[config.mk]
export PLATFORM = sky130hd
export DESIGN_NAME = can_crc_check_flat
export DESIGN_NICKNAME = d
export VERILOG_FILES = /design/src/rtl/can_crc_check_if.sv /design/src/rtl/can_crc_check.sv /design/src/flat_wrapper.sv
export SDC_FILE = /design/constraint.sdc
export NUM_CORES = 1
export LEC_CHECK = 0
export CAP_MARGIN = 20
export CELL_PAD_IN_SITES_DETAIL_PLACEMENT = 1
export CELL_PAD_IN_SITES_GLOBAL_PLACEMENT = 1
export CORE_ASPECT_RATIO = 0.75
export CORE_MARGIN = 2
export CORE_UTILIZATION = 40
export DETAILED_ROUTE_END_ITERATION = 12
export GPL_TIMING_DRIVEN = 0
export PLACE_DENSITY_LB_ADDON = 0.1
export SKIP_CTS_REPAIR_TIMING = 1
export SLEW_MARGIN = 20
export SYNTH_ARGS = -nofsm -noshare
export SYNTH_HDL_FRONTEND = slang
export SYNTH_SLANG_ARGS = --single-unit
export TNS_END_PERCENT = 20
[constraint.sdc]
create_clock -name clk -period 2 [get_ports clk]
set_clock_uncertainty 0.15 [all_clocks]
set_input_delay 0.2 -clock clk [delete_from_list [all_inputs] [get_ports clk]]
set_output_delay 0.2 -clock clk [all_outputs]
set_load 0.05 [all_outputs]
[src/rtl/can_crc_check_if.sv]
// Bus between the destuff/bit-timing front end (master) and the CRC-15
// checker (slave): received bit stream in, CRC values and verdict out.
interface can_crc_check_if;
   logic        rx_bit;
   logic        rx_valid;
   logic        sof;
   logic        last_data;
   logic        abort;
   logic        busy;
   logic [14:0] crc_calc;
   logic [14:0] crc_rx;
   logic        crc_done;
   logic        crc_ok;
   logic        crc_err;
   logic        delim_err;

   modport master (
      output rx_bit, rx_valid, sof, last_data, abort,
      input  busy, crc_calc, crc_rx, crc_done, crc_ok, crc_err, delim_err
   );

   modport slave (
      input  rx_bit, rx_valid, sof, last_data, abort,
      output busy, crc_calc, crc_rx, crc_done, crc_ok, crc_err, delim_err
   );
endinterface

[src/rtl/can_crc_check.sv]
// Receive-side CAN CRC-15 checker. Runs the CRC over SOF..last data bit,
// captures the 15 transmitted CRC bits plus delimiter, and reports
// match / CRC error / delimiter form error. All outputs are registered.
module can_crc_check #(
   parameter logic [14:0] POLY = 15'h4599
) (
   input  logic           clk,
   input  logic           n_rst,
   can_crc_check_if.slave bus
);

   typedef enum logic [1:0] {IDLE = 2'd0, CALC = 2'd1, CRC_RX = 2'd2, DELIM = 2'd3} state_t;

   state_t      r_state, w_state_nxt;
   logic [14:0] r_crc_calc, r_crc_rx;
   logic [3:0]  r_cnt;
   logic        r_busy, r_done, r_ok, r_err, r_derr;

   logic [14:0] w_crc_calc_nxt, w_crc_rx_nxt;
   logic [3:0]  w_cnt_nxt;
   logic        w_done_nxt, w_ok_nxt, w_err_nxt, w_derr_nxt;
   logic        w_start;

   // One serial CRC step; the x^15 term falls off the top.
   function automatic logic [14:0] crc_step(input logic [14:0] crc, input logic b);
      logic fb;
      fb = b ^ crc[14];
      return {crc[13:0], 1'b0} ^ (fb ? POLY : 15'h0);
   endfunction

   // A qualified SOF restarts the frame from any state unless aborted.
   assign w_start = bus.rx_valid & bus.sof & ~bus.abort;

   // State register
   always_ff @(posedge clk or negedge n_rst) begin
      if (!n_rst) r_state <= IDLE;
      else        r_state <= w_state_nxt;
   end

   // Next-state logic: abort > sof restart > normal bit progression
   always_comb begin
      w_state_nxt = r_state;
      if (bus.abort) begin
         w_state_nxt = IDLE;
      end else if (w_start) begin
         w_state_nxt = bus.last_data ? CRC_RX : CALC;
      end else if (bus.rx_valid) begin
         case (r_state)
            CALC:    if (bus.last_data) w_state_nxt = CRC_RX;
            CRC_RX:  if (r_cnt == 4'd14) w_state_nxt = DELIM;
            DELIM:   w_state_nxt = IDLE;
            default: w_state_nxt = IDLE;
         endcase
      end
   end

   // Output/datapath next values; crc_calc and crc_rx hold on abort
   always_comb begin
      w_crc_calc_nxt = r_crc_calc;
      w_crc_rx_nxt   = r_crc_rx;
      w_cnt_nxt      = r_cnt;
      w_done_nxt     = 1'b0;
      w_ok_nxt       = r_ok;
      w_err_nxt      = r_err;
      w_derr_nxt     = r_derr;
      if (bus.abort) begin
         w_ok_nxt   = 1'b0;
         w_err_nxt  = 1'b0;
         w_derr_nxt = 1'b0;
      end else if (w_start) begin
         w_crc_calc_nxt = crc_step(15'h0, bus.rx_bit);
         w_crc_rx_nxt   = 15'h0;
         w_cnt_nxt      = 4'd0;
         w_ok_nxt       = 1'b0;
         w_err_nxt      = 1'b0;
         w_derr_nxt     = 1'b0;
      end else if (bus.rx_valid) begin
         case (r_state)
            CALC: begin
               w_crc_calc_nxt = crc_step(r_crc_calc, bus.rx_bit);
               if (bus.last_data) w_cnt_nxt = 4'd0;
            end
            CRC_RX: begin
               w_crc_rx_nxt = {r_crc_rx[13:0], bus.rx_bit};
               w_cnt_nxt    = r_cnt + 4'd1;
            end
            DELIM: begin
               w_done_nxt = 1'b1;
               w_err_nxt  = (r_crc_calc != r_crc_rx);
               w_derr_nxt = ~bus.rx_bit;
               w_ok_nxt   = (r_crc_calc == r_crc_rx) & bus.rx_bit;
            end
            default: ;
         endcase
      end
   end

   // Datapath and flag registers; busy tracks the registered state
   always_ff @(posedge clk or negedge n_rst) begin
      if (!n_rst) begin
         r_crc_calc <= 15'h0;
         r_crc_rx   <= 15'h0;
         r_cnt      <= 4'd0;
         r_busy     <= 1'b0;
         r_done     <= 1'b0;
         r_ok       <= 1'b0;
         r_err      <= 1'b0;
         r_derr     <= 1'b0;
      end else begin
         r_crc_calc <= w_crc_calc_nxt;
         r_crc_rx   <= w_crc_rx_nxt;
         r_cnt      <= w_cnt_nxt;
         r_busy     <= (w_state_nxt != IDLE);
         r_done     <= w_done_nxt;
         r_ok       <= w_ok_nxt;
         r_err      <= w_err_nxt;
         r_derr     <= w_derr_nxt;
      end
   end

   assign bus.busy      = r_busy;
   assign bus.crc_calc  = r_crc_calc;
   assign bus.crc_rx    = r_crc_rx;
   assign bus.crc_done  = r_done;
   assign bus.crc_ok    = r_ok;
   assign bus.crc_err   = r_err;
   assign bus.delim_err = r_derr;

endmodule

[src/flat_wrapper.sv]
// flat-port wrapper written by rule: the top's interface ports become plain ports
module can_crc_check_flat 
#(
   parameter logic [14:0] POLY = 15'h4599
)
  (clk, n_rst, bus_rx_bit, bus_rx_valid, bus_sof, bus_last_data, bus_abort, bus_busy, bus_crc_calc, bus_crc_rx, bus_crc_done, bus_crc_ok, bus_crc_err, bus_delim_err);
  can_crc_check_if bus_i ();
  input  logic clk;
  input  logic n_rst;
  input wire logic [$bits(bus_i.rx_bit)-1:0] bus_rx_bit;
  input wire logic [$bits(bus_i.rx_valid)-1:0] bus_rx_valid;
  input wire logic [$bits(bus_i.sof)-1:0] bus_sof;
  input wire logic [$bits(bus_i.last_data)-1:0] bus_last_data;
  input wire logic [$bits(bus_i.abort)-1:0] bus_abort;
  output wire logic [$bits(bus_i.busy)-1:0] bus_busy;
  output wire logic [$bits(bus_i.crc_calc)-1:0] bus_crc_calc;
  output wire logic [$bits(bus_i.crc_rx)-1:0] bus_crc_rx;
  output wire logic [$bits(bus_i.crc_done)-1:0] bus_crc_done;
  output wire logic [$bits(bus_i.crc_ok)-1:0] bus_crc_ok;
  output wire logic [$bits(bus_i.crc_err)-1:0] bus_crc_err;
  output wire logic [$bits(bus_i.delim_err)-1:0] bus_delim_err;
  assign bus_i.rx_bit = bus_rx_bit;
  assign bus_i.rx_valid = bus_rx_valid;
  assign bus_i.sof = bus_sof;
  assign bus_i.last_data = bus_last_data;
  assign bus_i.abort = bus_abort;
  assign bus_busy = bus_i.busy;
  assign bus_crc_calc = bus_i.crc_calc;
  assign bus_crc_rx = bus_i.crc_rx;
  assign bus_crc_done = bus_i.crc_done;
  assign bus_crc_ok = bus_i.crc_ok;
  assign bus_crc_err = bus_i.crc_err;
  assign bus_delim_err = bus_i.delim_err;
  can_crc_check #(.POLY(POLY)) u_core (.clk(clk), .n_rst(n_rst), .bus(bus_i));
endmodule
==> impl_metrics.env <==
export IMPL_status="finished, final reports clean"
export IMPL_routed_wl_um=5270
export IMPL_critPathMaxStageDelay_ns=0.85
export IMPL_holdPathStages=3
export IMPL_crit_type="reg -> out"
export IMPL_io_buffers=38
export IMPL_cp_start_kind="flip-flop"
export IMPL_drt_pass1_iterations=4
export IMPL_layout_commonest_cell="dfrtp_1"
export IMPL_synth_avg_cell_area_um2=11.5
export IMPL_clock_sinks=41
export IMPL_vias_per_cell=5.51
export IMPL_die_x_um=87.1
export IMPL_ios=42
export IMPL_combPwrFrac_pct=27.6
export IMPL_dieArea_um2=5780
export IMPL_leakage_nw=1.25
export IMPL_antenna_left=0
export IMPL_synth_seq_area_share_pct=49.5
export IMPL_crit_chain="clkdlybuf4s50_1"
export IMPL_cts_root_buf="clkbuf_8"
export IMPL_hp_class="in -> reg"
export IMPL_layout_common_cells="dfrtp_1 (41), clkdlybuf4s50_1 (35), a22o_1 (15)"
export IMPL_vias=1577
export IMPL_drc_errors=0
export IMPL_cts_buffers=5
export IMPL_grt_usage_pct=19.9
export IMPL_gp_routability_congestion=0.800
export IMPL_yosys_warnings=0
export IMPL_dieHeight_um=66.4
export IMPL_r2r_cells=7
export IMPL_synth_area_leaders="dfrtp_1 (49%), a22o_1 (6.3%), xor2_1 (5.5%)"
export IMPL_vdd_ir_drop_max_mv=0.417
export IMPL_drt_iter0_markers=38
export IMPL_nNetsFinal=239
export IMPL_synthCells=180
export IMPL_clockBufferDepth=2
export IMPL_sequentialPowerShare_pct=47.1
export IMPL_path_depth=1
export IMPL_post_route_period_util_pct=97.7
export IMPL_synth_nets=192
export IMPL_p_int_w=0.00132
export IMPL_setup_slack_ns=0.0466
export IMPL_grt_max_degree=32
export IMPL_p_clk_share_pct=25.3
export IMPL_worst_path_buf_inv=1
export IMPL_syn_cell_area_um2=2070
export IMPL_wl_per_cell_um=18.4
export IMPL_maxSlewViolCount=0
export IMPL_synthDistinctLibCells=38
export IMPL_antenna_found_initial=0
export IMPL_worstSetupEndpointType="output port"
export IMPL_finalHoldViolCount=0
export IMPL_synth_seq_cells=41
export IMPL_core_rowCount=22
export IMPL_global_route_overflow_total=0
export IMPL_first_global_vias=1591
export IMPL_grt_first_pass_wirelength_um=8650
export IMPL_p_per_area_nw_per_um2=754
export IMPL_fin_util_pct=53.3
export IMPL_cpLargestDelayFamily="buffers and inverters"
export IMPL_setup_violations_final=0
export IMPL_swShare_pct=33.7
export IMPL_path_max_fanout=4
export IMPL_clk_pin_slew_ns=0.08
export IMPL_yosys_area_top_type_share_pct=49.5
export IMPL_dpl_worst_slack_ns=-0.00496
export IMPL_rsz0062_at_grt="no"
export IMPL_post_synth_top_area_cell="dfrtp_1"
export IMPL_worst_slew_pin_transition_ns=0.519
export IMPL_cp_required_ns=1.65
export IMPL_htree_levels=2
export IMPL_cp_data_arrival_time_ns=1.60
export IMPL_drive_gt1_share_pct=17.7
export IMPL_core_area_um2=4950
export IMPL_clkLatencyLatePin_ns=0.29
export IMPL_dp_hpwl_um=4050
export IMPL_drv_cap=0
export IMPL_syn_to_final_growth_pct=27.4
export IMPL_critPathSlowestCell="clkdlybuf4s50_1"
export IMPL_p_sw_w=0.000671
export IMPL_start_util_pct=41.8
export IMPL_timing_fmax_ghz=0.512
export IMPL_period_needed_ns=1.95
export IMPL_slew_headroom_pct=65.3
export IMPL_n_antenna_cell=0
export IMPL_cts_tree="yes"
export IMPL_p_total_w=0.00199
[path summary, 6_finish.rpt]
check                                       start                       to  slack (ns)
setup / recovery           u_core.bus.crc_calc[9]          bus_crc_calc[9]        0.05
hold / removal                       bus_rx_valid        u_core.r_state[1]        0.09
setup reg to reg                u_core.r_state[0]          u_core.bus.busy        0.22
hold reg to reg                   u_core.r_cnt[3]          u_core.r_cnt[3]        0.34
max in group asynchronous                   n_rst     u_core.bus.crc_rx[8]        1.06
min in group asynchronous                   n_rst  u_core.bus.crc_calc[14]        0.18
[power groups by stage]
stage,clock network (W),logic (W),registers [W]
final,0.000504,0.000551,0.000937
after global routing,0.000552,0.000590,0.000946
after CTS,0.000511,0.000553,0.000938
after detailed placement,0,0.000551,0.000954
after global placement,0,0.000532,0.000949
after floorplan,0,0.000236,0.00108
[metrics by stage]
step | setup TNS [ns] | std cells | hold WS [ns] | area (um2)
after floorplan | 0 | 180 | -0.246 | 2070
after global placement | -15.31 | 278 | 0.303 | 2530
after detailed placement | -0.00496 | 279 | -0.0511 | 2540
after CTS | -0.0550 | 285 | -0.361 | 2620
after global routing | 0 | 286 | 0.130 | 2640
final | 0 | 286 | 0.0928 | 2640
[sequential cells by signal (all words and copies together) (netlist names)]
| name | cells |
|---|---|
| u_core.bus.busy | 1 |
| u_core.bus.crc_calc | 15 |
| u_core.bus.crc_done | 1 |
| u_core.bus.crc_err | 1 |
| u_core.bus.crc_ok | 1 |
| u_core.bus.crc_rx | 15 |
| u_core.bus.delim_err | 1 |
| u_core.r_cnt | 4 |
| u_core.r_state | 2 |
[routing by layer]
layer | up-vias | global-route usage, % | wire [um]
met4 | 0 | 6.15 | 40
li1 | 742 | - | -
met2 | 27 | 28.1 | 2290
met3 | 2 | 3.50 | 159
met5 | - | 0 | 0
met1 | 806 | 30.7 | 2780
[Yosys cell counts, drive strengths merged]
master,number
dfrtp,41
a22o,23
o21ai,14
xor2,13
nand2,10
buf,9
xnor2,9
inv,8
nor2,8
and3,6
a221o,5
ha,5
a31oi,4
nand3,4
nor4,3
a21oi,2
clkbuf,2
nand4,2
nor2b,2
o31ai,2
a21boi,1
mux2,1
nand2b,1
nand3b,1
o21a,1
o22ai,1
o2bb2ai,1
o32ai,1
[worst reg2reg max path: cells and delay by family, from the launching register on]
| kind | cells | cell delay (ns) |
|---|---|---|
| flip-flops | 1 | 0.42 |
| adder cells (fa/ha/maj) | 1 | 0.21 |
| AO/OA/AOI/OAI | 4 | 0.61 |
| buffers and inverters | 2 | 0.26 |
[final cells by class]
cell class | count | area [um2]
multi-input cells | 120 | 931
clock buffers | 5 | 68.8
flip-flops and latches | 41 | 1030
fillers | 530 | 2310
well taps | 60 | 75.1
plain buffers | 11 | 95.1
repair buffers | 40 | 410
inverters | 8 | 30.0
clock inverters | 1 | 5.00
[cell families after synthesis]
group / after synthesis / synth area share (%)
compound gates: 55 / 21.0
flops: 41 / 49.5
simple gates: 37 / 9.78
xor+xnor: 22 / 10.2
buf+inv: 19 / 5.97
fa+ha+maj: 5 / 3.02
mux: 1 / 0.543
Power figures use the tool's default switching activity.
